[src/rtl/spi_reg_pkg.sv]
// Shared types and constants for the SPI register sequencer.
//   state_t           : sequencer FSM states
//   CMD_RD_BIT        : command byte bit that selects read (1) or write (0)
//   DEFAULT_ERR_BYTE  : response byte returned when a read is aborted
//   tmo_width()       : bit width needed for the timeout counter
package spi_reg_pkg;

    typedef enum logic [2:0] {
        IDLE    = 3'd0,
        WR_DATA = 3'd1,
        WR_REQ  = 3'd2,
        RD_REQ  = 3'd3,
        RD_WAIT = 3'd4,
        TX      = 3'd5,
        DUMMY   = 3'd6
    } state_t;

    localparam int         CMD_RD_BIT       = 7;
    localparam logic [7:0] DEFAULT_ERR_BYTE = 8'hEE;

    // The counter holds TIMEOUT_CYCLES-1 at most, so $clog2 bits suffice.
    function automatic int tmo_width(input int cycles);
        return $clog2(cycles);
    endfunction

endpackage

[src/rtl/spi_reg_sequencer_if.sv]
// Bundle of the PHY byte streams and the register bus seen by the sequencer.
//   rx_*  : Avalon-ST bytes from the SPI PHY into the sequencer
//   tx_*  : Avalon-ST bytes from the sequencer back to the PHY
//   reg_* : 8-bit register bus driven by the sequencer
// Modports: master = sequencer side, slave = PHY / register-bus side.
interface spi_reg_sequencer_if #(
    parameter int ADDR_W = 7
);
    logic [7:0]        rx_data;
    logic              rx_valid;
    logic              rx_ready;
    logic [7:0]        tx_data;
    logic              tx_valid;
    logic              tx_ready;
    logic [ADDR_W-1:0] reg_address;
    logic              reg_write;
    logic [7:0]        reg_writedata;
    logic              reg_read;
    logic              reg_waitrequest;
    logic [7:0]        reg_readdata;
    logic              reg_readdatavalid;

    modport master (
        input  rx_data, rx_valid,
        output rx_ready,
        output tx_data, tx_valid,
        input  tx_ready,
        output reg_address, reg_write, reg_writedata, reg_read,
        input  reg_waitrequest, reg_readdata, reg_readdatavalid
    );

    modport slave (
        output rx_data, rx_valid,
        input  rx_ready,
        input  tx_data, tx_valid,
        output tx_ready,
        input  reg_address, reg_write, reg_writedata, reg_read,
        output reg_waitrequest, reg_readdata, reg_readdatavalid
    );
endinterface

[src/rtl/spi_reg_timeout.sv]
// Loadable down-counter that flags a stalled FSM state.
//   sysclk : clock
//   reset  : synchronous active-high reset (count -> 0)
//   load   : reload to TIMEOUT_CYCLES-1 (asserted on every state change)
//   en     : count down (asserted in every non-idle state)
//   expire : the current cycle is the TIMEOUT_CYCLES-th spent in this state
module spi_reg_timeout
    import spi_reg_pkg::*;
#(
    parameter int TIMEOUT_CYCLES = 65535
) (
    input  logic sysclk,
    input  logic reset,
    input  logic load,
    input  logic en,
    output logic expire
);
    localparam int CNT_W = tmo_width(TIMEOUT_CYCLES);

    logic [CNT_W-1:0] cnt_reg;

    // expire must not depend on load: load is derived from the next state,
    // which in turn depends on expire.
    assign expire = en && (cnt_reg == '0);

    always_ff @(posedge sysclk) begin
        if (reset) begin
            cnt_reg <= '0;
        end else if (load) begin
            cnt_reg <= CNT_W'(TIMEOUT_CYCLES - 1);
        end else if (en && (cnt_reg != '0)) begin
            cnt_reg <= cnt_reg - 1'b1;
        end
    end
endmodule

[src/rtl/spi_reg_sequencer.sv]
// Decodes SPI byte commands into register-bus reads/writes.
//   sysclk, reset : clock and synchronous active-high reset
//   bus           : PHY rx/tx byte streams and register bus (master side)
//   err_timeout   : sticky flag, set by any timeout abort
//   busy          : high whenever the FSM is not idle
// Protocol: cmd byte (bit7=1 read, bits[6:0] address); a write is followed by
// one data byte; a read returns one byte, during which the master clocks in
// one dummy byte that is consumed and discarded.
module spi_reg_sequencer
    import spi_reg_pkg::*;
#(
    parameter int         ADDR_W         = 7,
    parameter int         TIMEOUT_CYCLES = 65535,
    parameter logic [7:0] ERR_BYTE       = DEFAULT_ERR_BYTE
) (
    input  logic                sysclk,
    input  logic                reset,
    spi_reg_sequencer_if.master bus,
    output logic                err_timeout,
    output logic                busy
);
    state_t state_reg, state_next;

    // Handshake outputs are registered from the next state so that every
    // output reads 0 while in reset, including the rx_ready of IDLE.
    logic rx_ready_reg, rx_ready_next;
    logic tx_valid_reg, tx_valid_next;
    logic reg_write_reg, reg_write_next;
    logic reg_read_reg, reg_read_next;
    logic busy_reg, busy_next;

    logic [ADDR_W-1:0] addr_reg;
    logic [7:0]        wdata_reg;
    logic [7:0]        tx_data_reg;
    logic              err_reg;

    logic rx_acc, tx_acc, wr_done, rd_done;
    logic expire, abort;

    assign rx_acc  = bus.rx_valid && rx_ready_reg;
    assign tx_acc  = tx_valid_reg && bus.tx_ready;
    assign wr_done = reg_write_reg && !bus.reg_waitrequest;
    assign rd_done = reg_read_reg && !bus.reg_waitrequest;

    spi_reg_timeout #(
        .TIMEOUT_CYCLES(TIMEOUT_CYCLES)
    ) u_timeout (
        .sysclk (sysclk),
        .reset  (reset),
        .load   (state_next != state_reg),
        .en     (state_reg != IDLE),
        .expire (expire)
    );

    // State register
    always_ff @(posedge sysclk) begin
        if (reset) begin
            state_reg <= IDLE;
        end else begin
            state_reg <= state_next;
        end
    end

    // Next-state logic; normal progress always beats a coincident expiry.
    always_comb begin
        state_next = state_reg;
        abort      = 1'b0;
        case (state_reg)
            IDLE: begin
                if (rx_acc) begin
                    state_next = bus.rx_data[CMD_RD_BIT] ? RD_REQ : WR_DATA;
                end
            end
            WR_DATA: begin
                if (rx_acc) begin
                    state_next = WR_REQ;
                end else if (expire) begin
                    state_next = IDLE;
                    abort      = 1'b1;
                end
            end
            WR_REQ: begin
                if (wr_done) begin
                    state_next = IDLE;
                end else if (expire) begin
                    state_next = IDLE;
                    abort      = 1'b1;
                end
            end
            RD_REQ: begin
                if (rd_done) begin
                    state_next = bus.reg_readdatavalid ? TX : RD_WAIT;
                end else if (expire) begin
                    // Still answer the master, with the error byte.
                    state_next = TX;
                    abort      = 1'b1;
                end
            end
            RD_WAIT: begin
                if (bus.reg_readdatavalid) begin
                    state_next = TX;
                end else if (expire) begin
                    state_next = TX;
                    abort      = 1'b1;
                end
            end
            TX: begin
                if (tx_acc) begin
                    state_next = DUMMY;
                end else if (expire) begin
                    state_next = IDLE;
                    abort      = 1'b1;
                end
            end
            DUMMY: begin
                if (rx_acc) begin
                    state_next = IDLE;
                end else if (expire) begin
                    state_next = IDLE;
                    abort      = 1'b1;
                end
            end
            default: state_next = IDLE;
        endcase
    end

    // Output decode of the state being entered.
    always_comb begin
        rx_ready_next  = (state_next == IDLE) || (state_next == WR_DATA) ||
                         (state_next == DUMMY);
        tx_valid_next  = (state_next == TX);
        reg_write_next = (state_next == WR_REQ);
        reg_read_next  = (state_next == RD_REQ);
        busy_next      = (state_next != IDLE);
    end

    always_ff @(posedge sysclk) begin
        if (reset) begin
            rx_ready_reg  <= 1'b0;
            tx_valid_reg  <= 1'b0;
            reg_write_reg <= 1'b0;
            reg_read_reg  <= 1'b0;
            busy_reg      <= 1'b0;
        end else begin
            rx_ready_reg  <= rx_ready_next;
            tx_valid_reg  <= tx_valid_next;
            reg_write_reg <= reg_write_next;
            reg_read_reg  <= reg_read_next;
            busy_reg      <= busy_next;
        end
    end

    // Datapath: address, write data, response byte, sticky error.
    always_ff @(posedge sysclk) begin
        if (reset) begin
            addr_reg    <= '0;
            wdata_reg   <= '0;
            tx_data_reg <= '0;
            err_reg     <= 1'b0;
        end else begin
            if ((state_reg == IDLE) && rx_acc) begin
                addr_reg <= bus.rx_data[ADDR_W-1:0];
            end
            if ((state_reg == WR_DATA) && rx_acc) begin
                wdata_reg <= bus.rx_data;
            end
            if ((state_next == TX) &&
                ((state_reg == RD_REQ) || (state_reg == RD_WAIT))) begin
                tx_data_reg <= abort ? ERR_BYTE : bus.reg_readdata;
            end
            if (abort) begin
                err_reg <= 1'b1;
            end
        end
    end

    assign bus.rx_ready      = rx_ready_reg;
    assign bus.tx_valid      = tx_valid_reg;
    assign bus.tx_data       = tx_data_reg;
    assign bus.reg_write     = reg_write_reg;
    assign bus.reg_read      = reg_read_reg;
    assign bus.reg_address   = addr_reg;
    assign bus.reg_writedata = wdata_reg;
    assign err_timeout       = err_reg;
    assign busy              = busy_reg;
endmodule
[src/flat_wrapper.sv]
// flat-port wrapper written by rule: the top's interface ports become plain ports
module spi_reg_sequencer_flat import spi_reg_pkg::*;
#(
    parameter int         ADDR_W         = 7,
    parameter int         TIMEOUT_CYCLES = 65535,
    parameter logic [7:0] ERR_BYTE       = DEFAULT_ERR_BYTE
)
  (sysclk, reset, err_timeout, busy, bus_rx_data, bus_rx_valid, bus_rx_ready, bus_tx_data, bus_tx_valid, bus_tx_ready, bus_reg_address, bus_reg_write, bus_reg_writedata, bus_reg_read, bus_reg_waitrequest, bus_reg_readdata, bus_reg_readdatavalid);
  spi_reg_sequencer_if #(.ADDR_W(ADDR_W)) bus_i ();
  input  logic sysclk;
  input  logic reset;
  output logic err_timeout;
  output logic busy;
  input wire logic [$bits(bus_i.rx_data)-1:0] bus_rx_data;
  input wire logic [$bits(bus_i.rx_valid)-1:0] bus_rx_valid;
  output wire logic [$bits(bus_i.rx_ready)-1:0] bus_rx_ready;
  output wire logic [$bits(bus_i.tx_data)-1:0] bus_tx_data;
  output wire logic [$bits(bus_i.tx_valid)-1:0] bus_tx_valid;
  input wire logic [$bits(bus_i.tx_ready)-1:0] bus_tx_ready;
  output wire logic [$bits(bus_i.reg_address)-1:0] bus_reg_address;
  output wire logic [$bits(bus_i.reg_write)-1:0] bus_reg_write;
  output wire logic [$bits(bus_i.reg_writedata)-1:0] bus_reg_writedata;
  output wire logic [$bits(bus_i.reg_read)-1:0] bus_reg_read;
  input wire logic [$bits(bus_i.reg_waitrequest)-1:0] bus_reg_waitrequest;
  input wire logic [$bits(bus_i.reg_readdata)-1:0] bus_reg_readdata;
  input wire logic [$bits(bus_i.reg_readdatavalid)-1:0] bus_reg_readdatavalid;
  assign bus_i.rx_data = bus_rx_data;
  assign bus_i.rx_valid = bus_rx_valid;
  assign bus_rx_ready = bus_i.rx_ready;
  assign bus_tx_data = bus_i.tx_data;
  assign bus_tx_valid = bus_i.tx_valid;
  assign bus_i.tx_ready = bus_tx_ready;
  assign bus_reg_address = bus_i.reg_address;
  assign bus_reg_write = bus_i.reg_write;
  assign bus_reg_writedata = bus_i.reg_writedata;
  assign bus_reg_read = bus_i.reg_read;
  assign bus_i.reg_waitrequest = bus_reg_waitrequest;
  assign bus_i.reg_readdata = bus_reg_readdata;
  assign bus_i.reg_readdatavalid = bus_reg_readdatavalid;
  spi_reg_sequencer #(.ADDR_W(ADDR_W), .TIMEOUT_CYCLES(TIMEOUT_CYCLES), .ERR_BYTE(ERR_BYTE)) u_core (.sysclk(sysclk), .reset(reset), .bus(bus_i), .err_timeout(err_timeout), .busy(busy));
endmodule
[config.mk]
export PLATFORM = sky130hd
export DESIGN_NAME = spi_reg_sequencer_flat
export DESIGN_NICKNAME = d
export VERILOG_FILES = /design/src/rtl/spi_reg_pkg.sv /design/src/rtl/spi_reg_sequencer_if.sv /design/src/rtl/spi_reg_timeout.sv /design/src/rtl/spi_reg_sequencer.sv /design/src/flat_wrapper.sv
export SDC_FILE = /design/constraint.sdc
export NUM_CORES = 1
export LEC_CHECK = 0
export CAP_MARGIN = 10
export CORE_ASPECT_RATIO = 0.8
export CORE_MARGIN = 2
export CORE_UTILIZATION = 53
export DETAILED_ROUTE_END_ITERATION = 10
export HOLD_SLACK_MARGIN = 0.02
export PLACE_DENSITY = 0.84
export SYNTH_ARGS = -nofsm -noshare
export SYNTH_HDL_FRONTEND = slang
export SYNTH_SLANG_ARGS = --single-unit
export TNS_END_PERCENT = 30
[constraint.sdc]
create_clock -name sysclk -period 2.9 [get_ports sysclk]
set_input_delay 0.58 -clock sysclk [delete_from_list [all_inputs] [get_ports sysclk]]
set_output_delay 0.58 -clock sysclk [all_outputs]
set_load 0.02 [all_outputs]
# --- Word level (Yosys, flattened, before mapping) ---
# Index checks and enable logic that the tools add are counted.
# Widths: inputs -> output; s select.
word_totals:
  word_cells: 69
  ff_bits: 48
  out_inout_bits: 29
classes:
  mux: 22
  n_reduce_logical: 22
  n_eq_ne: 12
  n_addsub: 1
op_table:
  columns: ["cell", "n"]
  rows:
  - ["$mux 16", 2]
  - ["$mux 3", 9]
  - ["$pmux 3 s7", 1]
  - ["$logic_not 16->1", 1]
  - ["$reduce_bool 16->1", 1]
  - ["$sub 16x1->16 const B", 1]
  - ["$eq 3x3->1 const B", 5]
  - ["$eq 3x2->1 const B", 4]
  - ["$logic_and 1x1->1", 9]
  - ["$mux 8", 1]
  - ["$mux 1", 7]
  - ["$eq 3x1->1 const B", 2]
  - ["$logic_not 3->1", 2]
  - ["$reduce_bool 3->1", 2]
  - ["$pmux 1 s5", 1]
  - ["$reduce_or 2->1", 2]
  - ["$logic_or 1x1->1", 3]
  - ["$ne 3x3->1", 1]
  - ["$mux 2", 1]
  - ["$reduce_bool 2->1", 1]
  - ["$logic_not 1->1", 1]

# --- Depth between registers and ports, before layout ---
logic_depth:
  word_depth: 8
  depth_mapped: 9
  mapped_depth_nobuf: 8

# --- Cells and area by module ---
# A second synthesis with hierarchy kept.
unflattened:
  cells_unflattened: 275
  area_unflattened_um2: 2367.3
modules_own_cells:
  columns: ["mod", "area_per_inst_um2", "cells_per_inst", "n_inst"]
  rows:
  - ["spi_reg_sequencer", 1463.9, 166, 1]
  - ["spi_reg_timeout", 903.4, 109, 1]

# --- Least setup slack after synthesis ---
# No wires, ideal clock.
synth_timing:
  path_type: "input to register"
  from: "input port bus_rx_valid"
  to: "register u_core.u_timeout.cnt_reg[10]"
  arrival_ps: 1953
  setup_time_ps: 132
  slack_ps: 814
  path_stages: 7
  t_required_ps: 2768
  cell_sequence: "and2_1 a211oi_1 o21ai_0 nand2b_1 a21oi_1 buf_2 a21oi_1"
synth_between:
  elab_chain_len: 5
synth_rtl:
  columns: ["element", "line_no", "source"]
  rows:
  - ["start: declaration", "flat_wrapper.sv:15", "input wire logic [$bits(bus_i.rx_valid)-1:0] bus_rx_valid;"]
  - ["$logic_and 1x1->1 (*)", "spi_reg_sequencer.sv:40", "assign rx_acc = bus.rx_valid && rx_ready_reg;"]
  - ["$mux 3 (on tied branches)", "spi_reg_sequencer.sv:116, spi_reg_sequencer.sv:70, spi_reg_sequencer.sv:75", null]
  - ["$pmux 3 s7 (*)", "spi_reg_sequencer.sv:68", "case (state_reg)"]
  - ["$ne 3x3->1 (*)", "spi_reg_sequencer.sv:50", ".load (state_next != state_reg),"]
  - ["$mux 16 or $reduce_bool 2->1 (tied branches)", null, null]
  - ["end signal: assignment", "spi_reg_timeout.sv:30", "cnt_reg <= CNT_W'(TIMEOUT_CYCLES - 1);"]
  - ["end signal: assignment", "spi_reg_timeout.sv:32", "cnt_reg <= cnt_reg - 1'b1;"]
  - ["end: declaration", "spi_reg_timeout.sv:20", "logic [CNT_W-1:0] cnt_reg;"]
# Mark *: on every way between the ends. The rest lies on a longest branch, timed or not.
# A chain may end at the register's enable or synchronous reset.

# --- Worst setup path in the final report ---
layout_timing:
  from: "input port bus_reg_waitrequest"
  to: "register u_core.tx_data_reg[6], in the netlist u_core.bus.tx_data[6]"
layout_between:
  elab_chain_len: 6
layout_rtl:
  columns: ["element", "line_no", "source"]
  rows:
  - ["start: declaration", "flat_wrapper.sv:24", "input wire logic [$bits(bus_i.reg_waitrequest)-1:0] bus_reg_waitrequest;"]
  - ["$logic_not 1->1 (*)", "spi_reg_sequencer.sv:42, spi_reg_sequencer.sv:43", null]
  - ["$logic_and 1x1->1 (on tied branches)", "spi_reg_sequencer.sv:43, spi_reg_sequencer.sv:42", null]
  - ["$mux 3 (on tied branches)", "spi_reg_sequencer.sv:91, spi_reg_sequencer.sv:83", null]
  - ["$pmux 3 s7", "spi_reg_sequencer.sv:68", null]
  - ["$eq 3x3->1", "spi_reg_sequencer.sv:167", "if ((state_next == TX) &&"]
  - ["$logic_and 1x1->1", "spi_reg_sequencer.sv:167", null]
  - ["end signal: assignment", "spi_reg_sequencer.sv:169", "tx_data_reg <= abort ? ERR_BYTE : bus.reg_readdata;"]
  - ["end: declaration", "spi_reg_sequencer.sv:34", "logic [7:0] tx_data_reg;"]
# Marked as above.

==> summary.txt <==
Outcome
  • Status: completed

Yosys
  • Main synth FF type: dfxtp_1
  • Synthesized net count: 273
  • Synthesized area: 0.00219 mm²
  • Post-synth EDFFs: 0
  • Syn_area_per_cell: 8.76 µm²
  • Unique masters post-synth: 52
  • Cells after synthesis: 250
  • Synth warnings: 0
  • Sequential-to-total area share from yosys stat: 43.9%
  • FFs w/ async S/R, synth: 0%
  • Seq cells post-synth: 48

STA
  • Final min period: 2.34 ns
  • Worst Skew: 0.00580 ns
  • Unrepaired setup endpoints after global routing: no
  • Fmax: 0.428 GHz
  • WHS: 0.456 ns
  • Setup tns final: 0 ns
  • Final Hold Vio Count: 0
  • Worst slew margin: 62.2%
  • Final setup viols: 0
  • Worst Tran Pin Value: 0.562 ns
  • Part of the cycle the worst path needs: 80.6%
  • Max-slew violation count: 0
  • Worst setup margin: 0.562 ns

Critical path
  • Critical Path RT: 3.10 ns
  • Max incr delay on CP: 0.46 ns
  • CP max-delay cell: o211a_1
  • Critical Path Start Type: input port
  • Arr. time, crit path: 2.54 ns
  • Crit end category: flip-flop
  • Buf+Inv Stages, Crit Path: 1
  • Worst Path Max Fanout: 12
  • Critical path class: in2reg
  • Critical path's top delay family: compound AO/OA/AOI/OAI gates
  • Worst path cell trace: clkdlybuf4s50_1, nor2b_1, nor3_2, o21ai_0, o211a_1, nand2_4, o221a_2

Clocking
  • CTS H-tree depth: 2
  • CTS Sinks: 48
  • Clock transition at path regs: 0.09 ns
  • Setup bufs post-CTS: 0
  • Clk_lat worst skew: 0.30 ns
  • Clock root buffer: clkbuf_8
  • CTS resizes: 0
  • Clock Tree Buf Depth: 2
  • CTS tree: done
  • Total CTS buffers: 5
  • Post-CTS Hold Fix Bufs: 0

Run
  • Max-Cap Viols: 0

GRT
  • First-pass GRT wire length: 8.17 mm
  • Largest net degree at the start of global routing: 37
  • Global route overflow: 0
  • All-layer global routing usage: 23.4%
  • Initial antenna violation count: 0
  • Number of global-route vias before repair: 1755

Pwr
  • LEAKAGE: 0.996 nW
  • Pwr dens: 560 mW/mm²
  • Maximum vdd drop: 0.305 mV

Die
  • Initial Util: 56.5%
  • Die span in x: 75.9 µm
  • Row count: 20
  • Io pins: 51
  • Die footprint: 0.00466 mm²
  • Core Region: 0.00388 mm²
  • Die Y: 61.5 µm

Finish
  • Number of fill cells: 313
  • Final #Nets: 322
  • Max reg flops: 16
  • Diodes inserted: 0
  • Multi-input logic area: 0.00116 mm²
  • Area Overhead vs Synth: 29.3%
  • Reg area: 961 µm²
  • Share of layout cells above drive strength 1: 9.33%

Route
  • Vias after detailed routing: 1941
  • Drt initial violations: 135
  • DRC Markers: 0
  • WL final: 5.09 mm
  • Drt pass-1 iters: 4
  • Vias/cell: 5.47
  • ANT nets after route: 0
  • Routed len/inst: 14.3 µm

Placed design
  • Port Buffers: 50
  • Gpl congestion: 0.890
  • Setup slack at placement: 0.236 ns
  • Post-DP HPWL: 3.59 mm

Min path
  • Hold crit path type: reg2reg
[final timing paths]
check	startpoint	end	slack [ns]	depth (start not counted)
max	bus_reg_waitrequest	u_core.bus.tx_data[6]$_SDFFE_PP0P_	0.56	7
min	u_core.bus.reg_address[5]$_SDFFE_PP0P_	u_core.bus.reg_address[5]$_SDFFE_PP0P_	0.46	2
max reg2reg	u_core.state_reg[0]$_SDFF_PP0_	u_core.bus.tx_data[6]$_SDFFE_PP0P_	0.64	6
min reg2reg	u_core.bus.reg_address[5]$_SDFFE_PP0P_	u_core.bus.reg_address[5]$_SDFFE_PP0P_	0.46	2
[final cells by class]
cell class / count / share of cell area [%]
multi-input combinational: 186 / 41.1
tap: 55 / 2.43
inverter: 5 / 0.663
clock inverter: 2 / 0.486
clock buffer: 6 / 2.92
sequential: 48 / 33.9
timing repair buffer: 53 / 18.5
[routing by layer]
layer  track usage [%]  part of all wire, %
met1              32.0                   46
met2              35.1                   45
met3              7.69                  8.1
met5                 0                    0
met4              7.77                 0.90
[worst register-to-register path, stage by stage (launching register included)]
cell and delay (ns):
dfxtp_1 0.65, nand2_1 0.15, or2_2 0.31, o21ai_0 0.22, o211a_1 0.44, nand2_4 0.13, o221a_2 0.27
[cells in the mapped netlist (all sizes together) (5+ instances only)]
| cell type | number | area share [%] |
|---|---|---|
| mux2i | 8 | 3.7 |
| buf | 5 | 1.1 |
| nor3 | 7 | 1.8 |
| nor2 | 24 | 4.1 |
| clkbuf | 6 | 1.0 |
| xnor2 | 7 | 2.8 |
| nor4 | 5 | 2.1 |
| nand3 | 7 | 1.6 |
| and2 | 6 | 1.8 |
| xor2 | 9 | 3.6 |
| a21oi | 31 | 7.3 |
| nand2b | 5 | 1.4 |
| dfxtp | 48 | 44 |
| nand2 | 29 | 5.4 |
| o21ai | 6 | 1.4 |
| o221a | 6 | 3.1 |
[report_power, final]
group          switching [mW]  total, mW  leakage (nW)  internal [mW]
logic                   0.192      0.366         0.552          0.174
registers              0.0697      0.789         0.393          0.719
clock network           0.235      0.431        0.0516          0.195
total                   0.497       1.59         0.996           1.09
[layout by cell type, fill, tap and decap left out, types with 2 or more instances in the layout]
cell type	n
clkdlybuf4s50_1	50
dfxtp_1	48
a21oi_1	30
nand2_1	27
nor2_1	24
xor2_1	9
mux2i_1	8
nand3_1	7
xnor2_1	7
nor3_1	6
o221a_2	6
clkbuf_8	6
o21ai_0	5
and2_1	5
nand2b_1	5
inv_1	4
nor4_1	4
nor3b_1	3
nor2b_1	3
nand3b_1	3
buf_4	3
a31oi_1	2
o22ai_1	2
and3_1	2
or4_1	2
[cells by family (layout without fill, tap and decap cells)]
| logic type | count (synthesis) | in the layout | share of synthesized area (%) |
|---|---|---|---|
| AND/OR/NAND/NOR | 103 | 103 | 25.2 |
| flip-flops | 48 | 48 | 43.9 |
| AO/OA/AOI/OAI | 58 | 58 | 17.3 |
| buffers and inverters | 16 | 66 | 2.97 |
| multiplexers | 8 | 8 | 3.66 |
| adder cells (fa/ha/maj) | 1 | 1 | 0.571 |
| XOR/XNOR | 16 | 16 | 6.40 |
[stage by stage]
| step | cells | utilization [%] | instance area (µm²) | power, mW |
|---|---|---|---|---|
| final | 355 | 73.0 | 2830 | 1.59 |
| after global routing | 355 | 73.0 | 2830 | 1.66 |
| after CTS | 355 | 73.0 | 2830 | 1.58 |
| after detailed placement | 347 | 70.5 | 2740 | 1.16 |
| after global placement | 347 | 70.5 | 2740 | 1.15 |
| after floorplan | 250 | - | 2190 | 1.04 |
(Power assumes the default switching activity.)
